**src/rtl/gf_2ton_koa_combiner_line.sv**
```systemverilog
// -----------------------------------------------------------------------------
// gf_2ton_koa_combiner_line
//
// Karatsuba recombination for carry-less (GF(2)[x]) multiplication. Each of the
// N_INSTANCES lanes takes the three half-width sub-products L, H, M and merges
// them into the double-width product:
//     X = M ^ L ^ H
//     P = L ^ (X << NB_DATA/2) ^ (H << NB_DATA)
// All lanes share one valid pipeline of depth CREATE_MID_REG + CREATE_OUTPUT_REG.
//
// Ports
//   i_clock          clock
//   i_reset_n        asynchronous active-low reset (data, valid and flag)
//   i_data_bus       lane k at [k*3*NB_DATA +: 3*NB_DATA] = {M, H, L}
//   i_valid          input valid, also the stage-1 load enable
//   i_clear_flag     synchronous clear of o_overflow_flag
//   o_data_bus       lane k at [k*2*NB_DATA +: 2*NB_DATA] = P
//   o_valid          o_data_bus carries a new result
//   o_overflow_flag  sticky: an accepted sub-product had its MSB set
// -----------------------------------------------------------------------------
module gf_2ton_koa_combiner_line #(
    parameter int N_INSTANCES       = 3,
    parameter int NB_DATA           = 128,
    parameter bit CREATE_MID_REG    = 1'b1,
    parameter bit CREATE_OUTPUT_REG = 1'b1
) (
    input  logic                               i_clock,
    input  logic                               i_reset_n,
    input  logic [3*N_INSTANCES*NB_DATA-1:0]   i_data_bus,
    input  logic                               i_valid,
    input  logic                               i_clear_flag,
    output logic [2*N_INSTANCES*NB_DATA-1:0]   o_data_bus,
    output logic                               o_valid,
    output logic                               o_overflow_flag
);

    localparam int NB_SUB = N_INSTANCES * NB_DATA;
    localparam int NB_OUT = 2 * N_INSTANCES * NB_DATA;

    // Middle term of the Karatsuba identity over GF(2).
    function automatic logic [NB_DATA-1:0] mid_term(
        input logic [NB_DATA-1:0] l,
        input logic [NB_DATA-1:0] h,
        input logic [NB_DATA-1:0] m
    );
        return m ^ l ^ h;
    endfunction

    // Overlapping XOR of the three terms into the double-width product.
    // X is only NB_DATA wide, so shifting it by NB_DATA/2 inside a
    // 2*NB_DATA container never loses bits.
    function automatic logic [2*NB_DATA-1:0] recombine(
        input logic [NB_DATA-1:0] l,
        input logic [NB_DATA-1:0] h,
        input logic [NB_DATA-1:0] x
    );
        logic [2*NB_DATA-1:0] x_ext;
        x_ext = {{NB_DATA{1'b0}}, x};
        return {{NB_DATA{1'b0}}, l} ^ (x_ext << (NB_DATA / 2)) ^ {h, {NB_DATA{1'b0}}};
    endfunction

    logic [NB_SUB-1:0] l_p0, h_p0, x_p0;
    logic              ovf_hit_p0;
    logic [NB_SUB-1:0] l_p1, h_p1, x_p1;
    logic              vld_p1;
    logic [NB_OUT-1:0] prod_p1;
    logic [NB_OUT-1:0] prod_p2;
    logic              vld_p2;
    logic              overflow_flag;

    // ---- stage 0: unpack lanes, middle XOR, MSB detection ----
    always_comb begin
        l_p0       = '0;
        h_p0       = '0;
        x_p0       = '0;
        ovf_hit_p0 = 1'b0;
        for (int k = 0; k < N_INSTANCES; k++) begin
            l_p0[k*NB_DATA +: NB_DATA] = i_data_bus[k*3*NB_DATA +: NB_DATA];
            h_p0[k*NB_DATA +: NB_DATA] = i_data_bus[k*3*NB_DATA + NB_DATA +: NB_DATA];
            x_p0[k*NB_DATA +: NB_DATA] = mid_term(i_data_bus[k*3*NB_DATA +: NB_DATA],
                                                  i_data_bus[k*3*NB_DATA + NB_DATA +: NB_DATA],
                                                  i_data_bus[k*3*NB_DATA + 2*NB_DATA +: NB_DATA]);
            ovf_hit_p0 = ovf_hit_p0
                       | i_data_bus[k*3*NB_DATA + NB_DATA - 1]
                       | i_data_bus[k*3*NB_DATA + 2*NB_DATA - 1]
                       | i_data_bus[k*3*NB_DATA + 3*NB_DATA - 1];
        end
    end

    // ---- stage 1: L, H, X held (registered or pass-through) ----
    generate
        if (CREATE_MID_REG) begin : g_mid_reg
            always_ff @(posedge i_clock or negedge i_reset_n) begin
                if (!i_reset_n) begin
                    l_p1   <= '0;
                    h_p1   <= '0;
                    x_p1   <= '0;
                    vld_p1 <= 1'b0;
                end else begin
                    vld_p1 <= i_valid;
                    if (i_valid) begin
                        l_p1 <= l_p0;
                        h_p1 <= h_p0;
                        x_p1 <= x_p0;
                    end
                end
            end
        end else begin : g_mid_comb
            always_comb begin
                l_p1   = l_p0;
                h_p1   = h_p0;
                x_p1   = x_p0;
                vld_p1 = i_valid;
            end
        end
    endgenerate

    always_comb begin
        prod_p1 = '0;
        for (int k = 0; k < N_INSTANCES; k++) begin
            prod_p1[k*2*NB_DATA +: 2*NB_DATA] = recombine(l_p1[k*NB_DATA +: NB_DATA],
                                                          h_p1[k*NB_DATA +: NB_DATA],
                                                          x_p1[k*NB_DATA +: NB_DATA]);
        end
    end

    // ---- stage 2: final product (registered or pass-through) ----
    generate
        if (CREATE_OUTPUT_REG) begin : g_out_reg
            always_ff @(posedge i_clock or negedge i_reset_n) begin
                if (!i_reset_n) begin
                    prod_p2 <= '0;
                    vld_p2  <= 1'b0;
                end else begin
                    vld_p2 <= vld_p1;
                    if (vld_p1) begin
                        prod_p2 <= prod_p1;
                    end
                end
            end
        end else begin : g_out_comb
            always_comb begin
                prod_p2 = prod_p1;
                vld_p2  = vld_p1;
            end
        end
    endgenerate

    // Sticky overflow: a set on this edge takes precedence over a clear.
    always_ff @(posedge i_clock or negedge i_reset_n) begin
        if (!i_reset_n) begin
            overflow_flag <= 1'b0;
        end else if (i_valid && ovf_hit_p0) begin
            overflow_flag <= 1'b1;
        end else if (i_clear_flag) begin
            overflow_flag <= 1'b0;
        end
    end

    assign o_data_bus      = prod_p2;
    assign o_valid         = vld_p2;
    assign o_overflow_flag = overflow_flag;

endmodule
```
**config.mk**
```make
export PLATFORM = sky130hd
export DESIGN_NAME = gf_2ton_koa_combiner_line
export DESIGN_NICKNAME = d
export VERILOG_FILES = /design/src/rtl/gf_2ton_koa_combiner_line.sv
export SDC_FILE = /design/constraint.sdc
export NUM_CORES = 2
export LEC_CHECK = 0
export ABC_AREA = 0
export CORE_AREA = 2 2 756 758
export CTS_BUF_LIST = sky130_fd_sc_hd__clkbuf_4
export CTS_CLUSTER_DIAMETER = 80
export DETAILED_ROUTE_END_ITERATION = 10
export DIE_AREA = 0 0 758 760
export SETUP_SLACK_MARGIN = 0.3
export SLEW_MARGIN = 0
export SYNTH_ARGS = -nofsm -noshare
export SYNTH_HDL_FRONTEND = slang
export SYNTH_SLANG_ARGS = --single-unit
```
**constraint.sdc**
```tcl
create_clock -name i_clock -period 1.5 [get_ports i_clock]
set_clock_uncertainty 0.05 [all_clocks]
set_input_delay 0.225 -clock i_clock [delete_from_list [all_inputs] [get_ports i_clock]]
set_output_delay 0.225 -clock i_clock [all_outputs]
set_load 0.005 [all_outputs]
```
==> results.py <==
metrics = {
    "floorplanning": {
        "num_io_pins": 1926,
        "die_area_um2": 576000,
        "chipHeight_um": 760,
        "placement_rows": 277,
        "initial_core_util_pct": 14.1,
        "die_w_um": 758,
        "core_area_um2": 568000,
    },
    "sta": {
        "finalSetupViolations": 1889,
        "timing_hold_violations_final": 0,
        "slew-limit-headroom_pct": 29.6,
        "worst_pin_slew_ns": 1.05,
        "post-route-min-period_ns": 2.57,
        "rsz0062_at_grt": "yes",
        "final.setup.worst_slack_ns": -1.07,
        "hold-worst-slack_ns": 0.121,
        "max_freq_mhz": 389,
        "timing.final.max_slew_violations": 0,
        "post-route-period-util_pct": 171,
    },
    "power": {
        "power_density_nw_per_um2": 1140,
        "worst_ir_drop_on_vdd_uv": 944,
        "power_mw": 177,
        "power.leakage_nw": 63.8,
    },
    "yosys": {
        "synth_seq_area_share_pct": 59.9,
        "synth_commonest_cells": "1923 x dfrtp_1, 1489 x mux2_2, 1152 x xnor2_1",
        "synth_area_um2": 80300,
        "syn_nets": 6796,
        "syn_inst": 5640,
        "dominantRegCellSynth": "dfrtp_1",
        "synth.most_common_cell": "dfrtp_1",
        "synth_warnings": 0,
        "netlist.area_leader.share_pct": 59.9,
        "netlist.top_cell.by_area": "dfrtp_1",
        "synth-edff-count": 0,
        "synthArstFlopShare_pct": 100,
        "netlist_top_cells_area": "dfrtp_1 60%, mux2_2 21%, xnor2_1 13%",
        "post_synth.cell_area_avg_um2": 14.2,
        "synth_cell_types": 15,
        "ys_seq_elements": 1923,
    },
    "place": {
        "inst_count_dp": 15498,
        "gp_congestion": 0.960,
        "hpwl_mm": 395,
        "io_buffers": 1925,
    },
    "global_routing": {
        "grt_first_pass_wirelength_mm": 659,
        "maximum_number_of_pins_on_one_net_before_global_route_repair": 105,
        "first_global_vias": 75834,
        "global_route.usage.total_pct": 16.7,
        "overflow_left_after_global_routing": 0,
        "antenna_found_initial": 179,
    },
    "setup_path": {
        "critPathTopFamily": "flip-flops",
        "cp-start-kind": "register",
        "largest_fanout_on_the_critical_path": 2,
        "cell_chain_critical_path": "buf_12",
        "cp.buffers_inverters": 1,
        "r2r_start": "vld_p1$_DFF_PN0_",
        "timing_worst_setup_path_type": "reg2out",
        "rr_endpoint": "o_data_bus[240]$_DFFE_PN0P_",
        "crit_required_ns": 1.22,
        "crit_path_top_delay_cell": "dfrtp_1",
        "cp_slowest_stage_delay_ns": 0.42,
        "worst-r2r-setup-slack_ns": -0.56,
        "critPathArrivalTime_ns": 2.30,
        "worst_r2r_path_depth": 6,
        "endpoint_kind": "output port",
    },
    "layout": {
        "syn2layout_area_growth_pct": 92.6,
        "final_nets": 12445,
        "filler_free_cell_count_of_the_finished_design": 19287,
        "drive_gt1_share_pct": 37.7,
        "utilization_pct": 27.2,
    },
    "drt": {
        "drt-vias-per-instance": 3.68,
        "first_iter_violations": 4728,
        "drt-pass1-iter-count": 8,
        "wl_per_cell_um": 26.9,
        "post-route-drc-count": 0,
        "antenna_left": 0,
        "detailroute.via_count": 71005,
        "totalWireLength_mm": 518,
    },
    "clock_network": {
        "numCtsBuffers": 567,
        "insertion_delay_ns": 1.69,
        "cts.reportedPaths.clkPinSlew_ns": 0.06,
        "numClockSinks": 1923,
        "cts-root-to-sink-buffers": 4,
        "root_buffer": "clkbuf_4",
        "htreeDepth": 6,
        "cts_tree": "built",
    },
    "status": {
        "outcome": "finished, violations left",
        "violations": "setup timing",
    },
    "hold_path": {
        "hold_path_class": "in2async",
    },
    "run": {
        "timing.max_cap.violations": 0,
    },
}
## layout by cell type (no fill, tap or decap), types with 3 or more instances in the layout
cell and count:
clkbuf_16 49, xnor2_1 1152, bufinv_16 4, clkinvlp_4 7
inv_2 3, dfrtp_1 1862, clkinv_2 10, diode_2 83
buf_2 182, buf_12 582, nor2_1 350, clkinv_1 82
inv_6 25, mux2_4 281, clkinv_8 5, nor2_4 31
buf_16 19, buf_4 846, dlygate4sd3_1 2308, mux2_2 1255
buf_6 180, nor2_2 3, dfrtp_2 60, a21oi_1 358
buf_8 17, clkdlybuf4s50_1 1153, clkinv_4 8, clkbuf_4 800
a21oi_2 26, inv_8 7
## sequential cells by signal (all words and copies together), names as in the netlist
register / flops
h_p1: 384
l_p1: 384
o_data_bus: 768
o_overflow_flag: 1
o_valid: 1
vld_p1: 1
x_p1: 384
## stage by stage
| step | setup TNS [ns] | setup WS [ns] | cell area (um2) |
|---|---|---|---|
| after floorplan | 0 | 0.239 | 81600 |
| after global placement | -190.80 | -1.22 | 119000 |
| after detailed placement | -195.23 | -1.10 | 119000 |
| after CTS | -1255.24 | -1.44 | 150000 |
| after global routing | -1160.44 | -1.26 | 154000 |
| final | -1030.92 | -1.07 | 155000 |
## where the power goes
group	total, mW	switching (mW)	internal (mW)
Sequential	67.9	7.58	60.3
Clock	51.8	26.3	25.5
Combinational	57.2	25.1	32.1
## final cells by class
| cell class | count | area [um2] |
|---|---|---|
| clock inverters | 151 | 991 |
| diodes | 83 | 208 |
| well taps | 7533 | 9430 |
| flip-flops and latches | 1923 | 48200 |
| fillers | 57801 | 413000 |
| multi-input cells | 3460 | 32200 |
| clock buffers | 800 | 6010 |
| inverters | 1 | 3.75 |
| repair buffers | 5336 | 57600 |
## what timing repair did
item	CTS	global route
pin swaps	0	30
endpoints found under the setup margin	1537	3811
gates resized for setup	1644	310
endpoints found under the hold margin	3077	10
buffers inserted	162	201
gates cloned	0	64
hold buffers	2327	2
## worst max-delay path by stage
stage,from,endpoint,depth (start not counted)
6_report,o_data_bus[767]$_DFFE_PN0P_,o_data_bus[767],1
5_1_grt,o_data_bus[767]$_DFFE_PN0P_,o_data_bus[767],1
4_1_cts,o_data_bus[683]$_DFFE_PN0P_,o_data_bus[683],1
3_5_place_dp,i_data_bus[255],o_overflow_flag$_DFFE_PN0P_,5
3_3_place_gp,i_data_bus[255],o_overflow_flag$_DFFE_PN0P_,5
2_1_floorplan,i_data_bus[255],o_overflow_flag$_DFFE_PN0P_,3
## metal layers
layer  vias to the layer above  share of wire, %  global-route usage (%)
li1                      30982                 -                       -
met1                     35573                39                    19.0
met2                      3275                42                    24.5
met3                      1089                13                    9.39
met4                        86               6.7                    9.74
met5                         -              0.14                       0
## cell families after synthesis
kind of cell / Yosys count / share of synthesized area (%)
xor+xnor: 1152 / 12.6
buf+inv: 257 / 1.70
mux: 1536 / 21.5
flops: 1923 / 59.9
simple gates: 386 / 1.82
compound gates: 386 / 2.42
Note: power is estimated with default switching activity, not from simulation.
==> edit: new RTL, config.mk and constraints unchanged <==
The parameter `N_INSTANCES` goes from 3 to 2.
--- a/src/rtl/gf_2ton_koa_combiner_line.sv
+++ b/src/rtl/gf_2ton_koa_combiner_line.sv
@@ -21,3 +21,3 @@
 module gf_2ton_koa_combiner_line #(
-    parameter int N_INSTANCES       = 3,
+    parameter int N_INSTANCES       = 2,
     parameter int NB_DATA           = 128,
Ports: changed (resized i_data_bus and o_data_bus); port bits go from 1926 to 1286. The function was not compared with the original's and may differ.
==> edit against the unedited design <==
- the run still ends with negative setup slack left
- non-clock buffer count fell by 1713
- sequential cell count fell by 640
- routed wire length fell by 42%
- total power fell by 34%
- combinational power fell by 39%
- synthesized area fell by 30%
- highest routed layer unchanged
- worst setup slack improved by 0.12 ns
- design area fell by 30%
- worst hold slack improved by 0.11 ns
- largest cell class unchanged
==> edit: results (changes against the unedited design) <==
Floorplan
  – Starting density of the core: 9.83% (-4.3 points)

Placement
  – Placed cell areas: 0.0830 mm^2 (-30%)
  – Placed insts: 12800 (-17%)
  – DP Wirelength: 215000 um (-46%)
  – Dpl ws: -0.883 ns (+0.222 ns)
  – Placer Congestion: 0.847 (-12%)

Layout
  – Comb_multi_in: 2307 (-33%)
  – Buffers, non-clock: 3623 (-32%)
  – Clock buffer count: 541 (-32%)
  – Fin util: 19.0% (-8.2 points)
  – Layout net count: 8360 (-33%)
  – Layout cells sized above 1: 40.3% (+2.6 points)
  – Fillcell total: 60800 (+5.2%)
  – Max reg flops: 512 (-33%)
  – Multi-input logic area: 0.0234 mm^2 (-27%)
  – Diode count: 27 (-67%)
  – Clock network area share: 4.48% (-0.044 points)
  – Signal buffers share of area: 35.2% (-2.1 points)

CTS
  – CTS Buf Count: 372 (-34%)
  – H-tree Lvls: 5 (-1)

STA
  – Rel. slew slack: 30.4% (+0.73 points)
  – Setup violators final: 1879 (-0.53%)
  – Final WS setup: -0.947 ns (+0.125 ns)
  – Setup_tns: -804.49 ns (+226.43 ns)

Synthesis
  – Post-synthesis sequential area ratio: 57.5% (-2.4 points)
  – Commonest cells post-synth: dfrtp_1, xnor2_1, mux2_2
  – Count of cell types in the netlist: 16 (+1)
  – Mapped Nets: 4535 (-33%)

Run status
  – Failing checks: negative setup slack
  – Status: finished, violations left

GRT
  – Largest net degree at the start of global routing: 107 (+1.9%)
  – First-pass GRT wire length: 401000 um (-39%)
  – GRT Overall Usage: 9.86% (-6.9 points)
  – Met1 Track Usage GR: 11.2% (-7.7 points)
  – Met3 usage: 3.27% (-6.1 points)
  – Vias in the first global route: 51100 (-33%)
  – Initial antenna violation count: 42 (-77%)

Setup path
  – Crit path launch: o_data_bus[70]
  – Worst path arrival time: 2.17 ns (-0.13 ns)

Power and ir drop
  – Worst vdd ir: 0.000721 V (-24%)
  – Combinational gate power: 35.1 mW (-39%)
  – P_seq: 45.3 mW (-33%)
  – Pwr per Cell Area: 1070 mW/mm^2 (-6.1%)
  – Leakage: 44.2 nW (-31%)
  – Sw frac: 32.2% (-1.2 points)

Route
  – M1 WL: 119000 um (-41%)
  – Drt initial violations: 2320 (-51%)
  – Wire per inst: 19.6 um (-27%)
  – Metal2 WL: 141000 um (-35%)
  – Metal3 WL: 23300 um (-65%)
  – First-pass iteration count of the detailed router: 7 (-1)
edit: repair_timing:
action / CTS / global route
resized for setup: 1848 / 268
buffers inserted: 177 / 147
endpoints found under the setup margin: 1026 / 3009
hold buffers: 1554 / 1
pin swaps: 9 / 40
endpoints found under the hold margin: 2053 / 351
gates cloned: 13 / 39
edit: cells by family (layout without fill, tap and decap cells):
family                    count (synthesis)  count (layout)  share of synthesized area [%]
muxes                                  1024            1024                           24.0
xor gates and xnor gates                768             768                           12.1
AOI/OAI and AO/OA                       258             258                           2.32
other                                     0              27                              0
DFF                                    1283            1283                           57.5
and+or+nand+nor                         257             257                           1.74
buffers and inverters                   173            4287                           2.32
edit: final timing paths:
check | depth (start not counted) | to | slack [ns]
hold / removal | 15 | h_p1[203] | 0.23
setup reg to reg | 7 | o_data_bus[275] | -0.39
hold reg to reg | 1 | o_data_bus[204] | 0.35
setup / recovery | 1 | o_data_bus[70] | -0.95
min in group i_clock | 4 | l_p1[190] | 0.29
max in group asynchronous | 16 | h_p1[17] | -0.21
